===== src/rtl/dmem_arbiter.sv =====
// dmem_arbiter: shares the single data-memory port between the MEM-stage
// load/store path and a DMA/loader requester. The CPU has priority, and a
// starvation counter lets a waiting DMA win after STARVE_MAX lost rounds.
// Reads occupy the port for RD_LAT+1 cycles. Writes complete in the issue cycle.
module dmem_arbiter #(
  parameter int RD_LAT     = 2,   // memory read latency in cycles, 1..4
  parameter int STARVE_MAX = 4    // lost arbitrations before DMA wins, 1..15
) (
  input  logic        clk,
  input  logic        rst,
  input  logic        cpu_req,
  input  logic        cpu_we,
  input  logic [31:0] cpu_addr,
  input  logic [31:0] cpu_wd,
  input  logic [2:0]  cpu_funct3,
  output logic        cpu_stall,
  output logic [31:0] cpu_rd,
  output logic        cpu_rd_valid,
  input  logic        dma_req,
  input  logic        dma_we,
  input  logic [31:0] dma_addr,
  input  logic [31:0] dma_wd,
  output logic        dma_ready,
  output logic [31:0] dma_rd,
  output logic        mem_we,
  output logic [31:0] mem_addr,
  output logic [31:0] mem_wd,
  output logic [2:0]  mem_funct3,
  input  logic [31:0] mem_rd
);

  typedef enum logic {IDLE, RD_WAIT} state_t;

  localparam logic [3:0] STARVE_LIM = 4'(STARVE_MAX);
  localparam logic [2:0] WAIT_INIT  = 3'(RD_LAT - 1);
  localparam logic [2:0] WORD       = 3'b010;

  state_t      state, state_nx;
  logic        owner_dma;    // owner of the read in flight
  logic [31:0] lat_addr;
  logic [2:0]  lat_funct3;
  logic [2:0]  wait_cnt;
  logic [3:0]  starve_cnt;

  logic cpu_win, dma_win, cpu_done;

  // Winner selection, evaluated only while the port is free.
  always_comb begin
    cpu_win = (state == IDLE) && cpu_req && !(dma_req && (starve_cnt == STARVE_LIM));
    dma_win = (state == IDLE) && !cpu_win && dma_req;
  end

  // Next state, memory-side drive and completion routing; reset forces all outputs low.
  always_comb begin
    // NOTE: every output gets a default first so no path can leave one unassigned (no latches).
    state_nx     = state;
    mem_we       = 1'b0;
    mem_addr     = '0;
    mem_wd       = '0;
    mem_funct3   = '0;
    cpu_done     = 1'b0;
    cpu_rd_valid = 1'b0;
    cpu_rd       = '0;
    dma_ready    = 1'b0;
    dma_rd       = '0;
    cpu_stall    = 1'b0;
    case (state)
      IDLE: begin
        if (cpu_win) begin
          mem_we     = cpu_we;
          mem_addr   = cpu_addr;
          mem_wd     = cpu_wd;
          mem_funct3 = cpu_funct3;
          if (cpu_we) cpu_done = 1'b1;
          else        state_nx = RD_WAIT;
        end else if (dma_win) begin
          mem_we     = dma_we;
          mem_addr   = dma_addr;
          mem_wd     = dma_wd;
          mem_funct3 = WORD;
          if (dma_we) dma_ready = 1'b1;
          else        state_nx  = RD_WAIT;
        end
      end
      RD_WAIT: begin
        mem_addr   = lat_addr;
        mem_funct3 = lat_funct3;
        if (wait_cnt == 3'd0) begin
          state_nx = IDLE;
          if (owner_dma) begin
            dma_ready = 1'b1;
            dma_rd    = mem_rd;
          end else begin
            cpu_done     = 1'b1;
            cpu_rd_valid = 1'b1;
            cpu_rd       = mem_rd;
          end
        end
      end
      default: state_nx = IDLE;
    endcase
    cpu_stall = cpu_req && !cpu_done;
    if (rst) begin
      mem_we       = 1'b0;
      mem_addr     = '0;
      mem_wd       = '0;
      mem_funct3   = '0;
      cpu_rd_valid = 1'b0;
      cpu_rd       = '0;
      dma_ready    = 1'b0;
      dma_rd       = '0;
      cpu_stall    = 1'b0;
    end
  end

  // State, read bookkeeping and starvation counter.
  always_ff @(posedge clk) begin
    // NOTE: sequential state uses non-blocking assignments so every register sees pre-edge values.
    if (rst) begin
      state      <= IDLE;
      owner_dma  <= 1'b0;
      lat_addr   <= '0;
      lat_funct3 <= '0;
      wait_cnt   <= '0;
      starve_cnt <= '0;
    end else begin
      state <= state_nx;
      if (cpu_win || dma_win) begin
        owner_dma  <= dma_win;
        lat_addr   <= dma_win ? dma_addr : cpu_addr;
        lat_funct3 <= dma_win ? WORD : cpu_funct3;
        wait_cnt   <= WAIT_INIT;
      end else if ((state == RD_WAIT) && (wait_cnt != 3'd0)) begin
        wait_cnt <= wait_cnt - 3'd1;
      end
      if (!dma_req || dma_win)
        starve_cnt <= '0;
      else if (cpu_win && (starve_cnt != STARVE_LIM))
        starve_cnt <= starve_cnt + 4'd1;
    end
  end

endmodule


===== config.mk =====
export PLATFORM = sky130hd
export DESIGN_NAME = dmem_arbiter
export DESIGN_NICKNAME = d
export VERILOG_FILES = /design/src/rtl/dmem_arbiter.sv
export SDC_FILE = /design/constraint.sdc
export NUM_CORES = 1
export LEC_CHECK = 0
export ABC_AREA = 1
export ABC_CLOCK_PERIOD_IN_PS = 1400
export CAP_MARGIN = 25
export CORE_AREA = 2 2 120 122
export DETAILED_ROUTE_END_ITERATION = 7
export DIE_AREA = 0 0 122 124
export GPL_TIMING_DRIVEN = 0
export PLACE_DENSITY_LB_ADDON = 0.3
export SLEW_MARGIN = 5
export SYNTH_ARGS = -nofsm -noshare
export SYNTH_HDL_FRONTEND = slang
export SYNTH_SLANG_ARGS = --single-unit
export TNS_END_PERCENT = 1

===== constraint.sdc =====
create_clock -name clk -period 1.4 [get_ports clk]
set_clock_uncertainty 0.1 [all_clocks]
set_input_delay 0.14 -clock clk [delete_from_list [all_inputs] [get_ports clk]]
set_output_delay 0.14 -clock clk [all_outputs]
set_load 0.05 [all_outputs]

==> flow_summary_export.csv <==
group,metric,value,unit
clock_tree,clock-sinks,44,
die,fp.dieArea,15100,um^2
clock_tree,cts.clk_slew.worst_paths,70,ps
sta,layout_setup_ws,-778,ps
finish,nets,1135,
synthesis,synth_seq_area_share,0.254,
grt,number_of_global_route_vias_before_repair,4961,
power_and_ir_drop,power.leakage,3.74,nW
sta,hold_viol,0,
clock_tree,tritoncts,"built",
clock_tree,cts_made_buffers,5,
synthesis,synthMuxAreaShare,0,
finish,most-common-layout-cells,"sky130_fd_sc_hd__nand2_1, sky130_fd_sc_hd__clkdlybuf4s50_1, sky130_fd_sc_hd__buf_6",
worst_hold_path,worst_hold_path_type,"in -> reg",
synthesis,yosys_warnings,0,
clock_tree,clock_tree.buffer_depth,2,
synthesis,postSynthCellCount,634,
critical_path,worstPathArrival,1940,ps
synthesis,synth_compound_gate_area_share,0.0666,
critical_path,path_class,"reg -> out",
synthesis,synth_nets,807,
drt,detail-route-antenna-nets,0,
sta,report.final.slew_viol_count,0,
grt,wire_length_of_the_first_global_routing_pass,25.8,mm
critical_path,critical_path.max_fanout,7,
placement,place_ws,-1530,ps
grt,pin_count_of_the_biggest_net_entering_global_routing,16,
die,floorplan.core_area,13700,um^2
synthesis,ys_ff_latch,44,
placement,dp.cells,1115,
clock_tree,cts.root.buffer_cell,"sky130_fd_sc_hd__clkbuf_16",
synthesis,syn_area_per_cell,5.48,um^2
die,num_io_pins,304,
drt,via_count,5394,
clock_tree,worstSkewPairLatency,280,ps
sta,finalHoldWorstSlack,140,ps
critical_path,kind_of_capture_point_of_the_worst_setup_path,"output port",
synthesis,synth_simple_gate_area_share,0.534,
die,initial_core_util,0.253,
synthesis,mappedNetlistArea,3470,um^2
power_and_ir_drop,power-per-cell-area,700,nW/um^2
drt,drc,0,
flow_run,drv_cap,0,
finish,fill_cells,1267,
synthesis,synth_top_family_by_area,"simple AND/OR/NAND/NOR gates",
sta,max_freq,459,MHz
placement,hpwl,13.3,mm
drt,drt_wl_total,17.4,mm
power_and_ir_drop,post-layout-total-power,5.62,mW
sta,period_needed,2180,ps
sta,worst-slew-pin-transition,730,ps
critical_path,setup.worst_path.start_class,"flop",
synthesis,synth_adder_area_share,0.0144,
outcome,run_status,"finished with violations",
grt,grt_antenna_before_repair,3,
sta,fin_crit_share,1.56,
finish,final_util,0.585,
finish,finish.instance_area,8020,um^2
grt,grt.total_usage,0.216,
drt,wl_per_cell,15.2,um
power_and_ir_drop,vdd.ir_drop.worst,0.495,mV
finish,flow.area_growth_from_synthesis,131,%
synthesis,yosys.area_share.xor_xnor,0.00504,
critical_path,cp.required,1160,ps
finish,proportion_of_layout_cells_with_a_drive_suffix_above_1,0.340,
grt,globalRouteOverflowTotal,0,
sta,setup-tns-final,-87160,ps
drt,first_iter_violations,217,
die,rows,43,
placement,numPortBuffers,301,
synthesis,synth.distinct_cells,22,
placement,routabilityCongestion,0.863,
outcome,violated_checks,"setup timing",
die,floorplan.die.height,124,um
drt,drt_first_pass_iters,4,
drt,post_drt_via_cell_ratio,4.71,
sta,setup_viol,176,
finish,most_common_cell_after_layout_fill_and_taps_aside,"sky130_fd_sc_hd__nand2_1",
die,fp.dieW,122,um
finish,instances_no_fill,1145,
sta,max-slew-margin-rel,0.513,
placement,dpl_cell_area,7140,um^2
clock_tree,htree_num_levels,2,
sta,grt_setup_unrepaired,"true",
-- final timing paths --
kind,startpoint,to,slack [ps],cells past startpoint
max,starve_cnt[0],mem_addr[3],-780,11
min,rst,owner_dma,140,2
max reg2reg,starve_cnt[0],lat_addr[3],-350,11
min reg2reg,lat_addr[19],lat_addr[19],350,2
-- repair_timing --
action,CTS,global route
cloned,4,1
pin swaps,20,23
setup buffers,11,4
hold buffers,0,0
gates resized for setup,958,86
setup endpoints to repair,176,178
-- Yosys cell counts (all sizes together) --
master    n  area [um^2]
a21oi    38          190
buf      36          190
clkbuf   13         48.8
dfxtp    44          881
ha        4         50.1
inv      53          199
nand2   283         1070
nand3    12         60.1
nand4    69          438
nor2     72          285
o21ai     6         33.8
o21bai    1         7.51
or2       1         6.26
xor2      2         17.5
-- state kept, by name, summed over array words and instances (netlist names) --
name and count:
starve_cnt 4, state 1, lat_addr 32, owner_dma 1, lat_funct3 3, wait_cnt 3
-- worst max-delay path, stage by stage (launching register included) --
cell	delay, ps
sky130_fd_sc_hd__dfxtp_2	330
sky130_fd_sc_hd__inv_2	70
sky130_fd_sc_hd__ha_4	130
sky130_fd_sc_hd__nand4_1	130
sky130_fd_sc_hd__nand2_4	210
sky130_fd_sc_hd__buf_8	180
sky130_fd_sc_hd__buf_12	110
sky130_fd_sc_hd__nand4_1	60
sky130_fd_sc_hd__nand2_1	90
sky130_fd_sc_hd__nand2_1	70
sky130_fd_sc_hd__nand2_1	110
sky130_fd_sc_hd__buf_6	160
-- power by group --
group	leakage [nW]	internal [mW]	switching (mW)
combinational	3.31	1.29	1.72
sequential	0.365	1.36	0.0667
clock	0.0702	0.665	0.515
total	3.74	3.32	2.30
-- cell type report --
type / instances / area (um^2) / area share
Clock buffer: 5 / 125 / 0.0156
Tap cell: 180 / 225 / 0.0281
Inverter: 53 / 214 / 0.0267
Sequential cell: 44 / 888 / 0.111
Timing Repair Buffer: 321 / 3440 / 0.428
Antenna cell: 2 / 5.00 / 0.000624
Multi-Input combinational cell: 488 / 2700 / 0.337
Clock inverter: 3 / 21.3 / 0.00265
Buffer: 49 / 402 / 0.0501
-- per-layer routing --
| metal | global-route usage | vias to the layer above | share of wire |
|---|---|---|---|
| met2 | 0.392 | 221 | 0.51 |
| met1 | 0.237 | 2460 | 0.38 |
| met4 | 0.0797 | 2 | 0.022 |
| met5 | 0 | - | 0.00075 |
| li1 | - | 2683 | - |
| met3 | 0.0650 | 28 | 0.087 |
-- cells by family (layout without fill, tap and decap cells) --
group                      count (synthesis)  count (layout)
adders and majority gates                  4               4
buffers and inverters                    102             431
other                                      0               2
xor gates and xnor gates                   2               2
AOI/OAI and AO/OA                         45              45
DFF                                       44              44
and+or+nand+nor                          437             437
No activity file was read; power rests on OpenSTA's default activity.
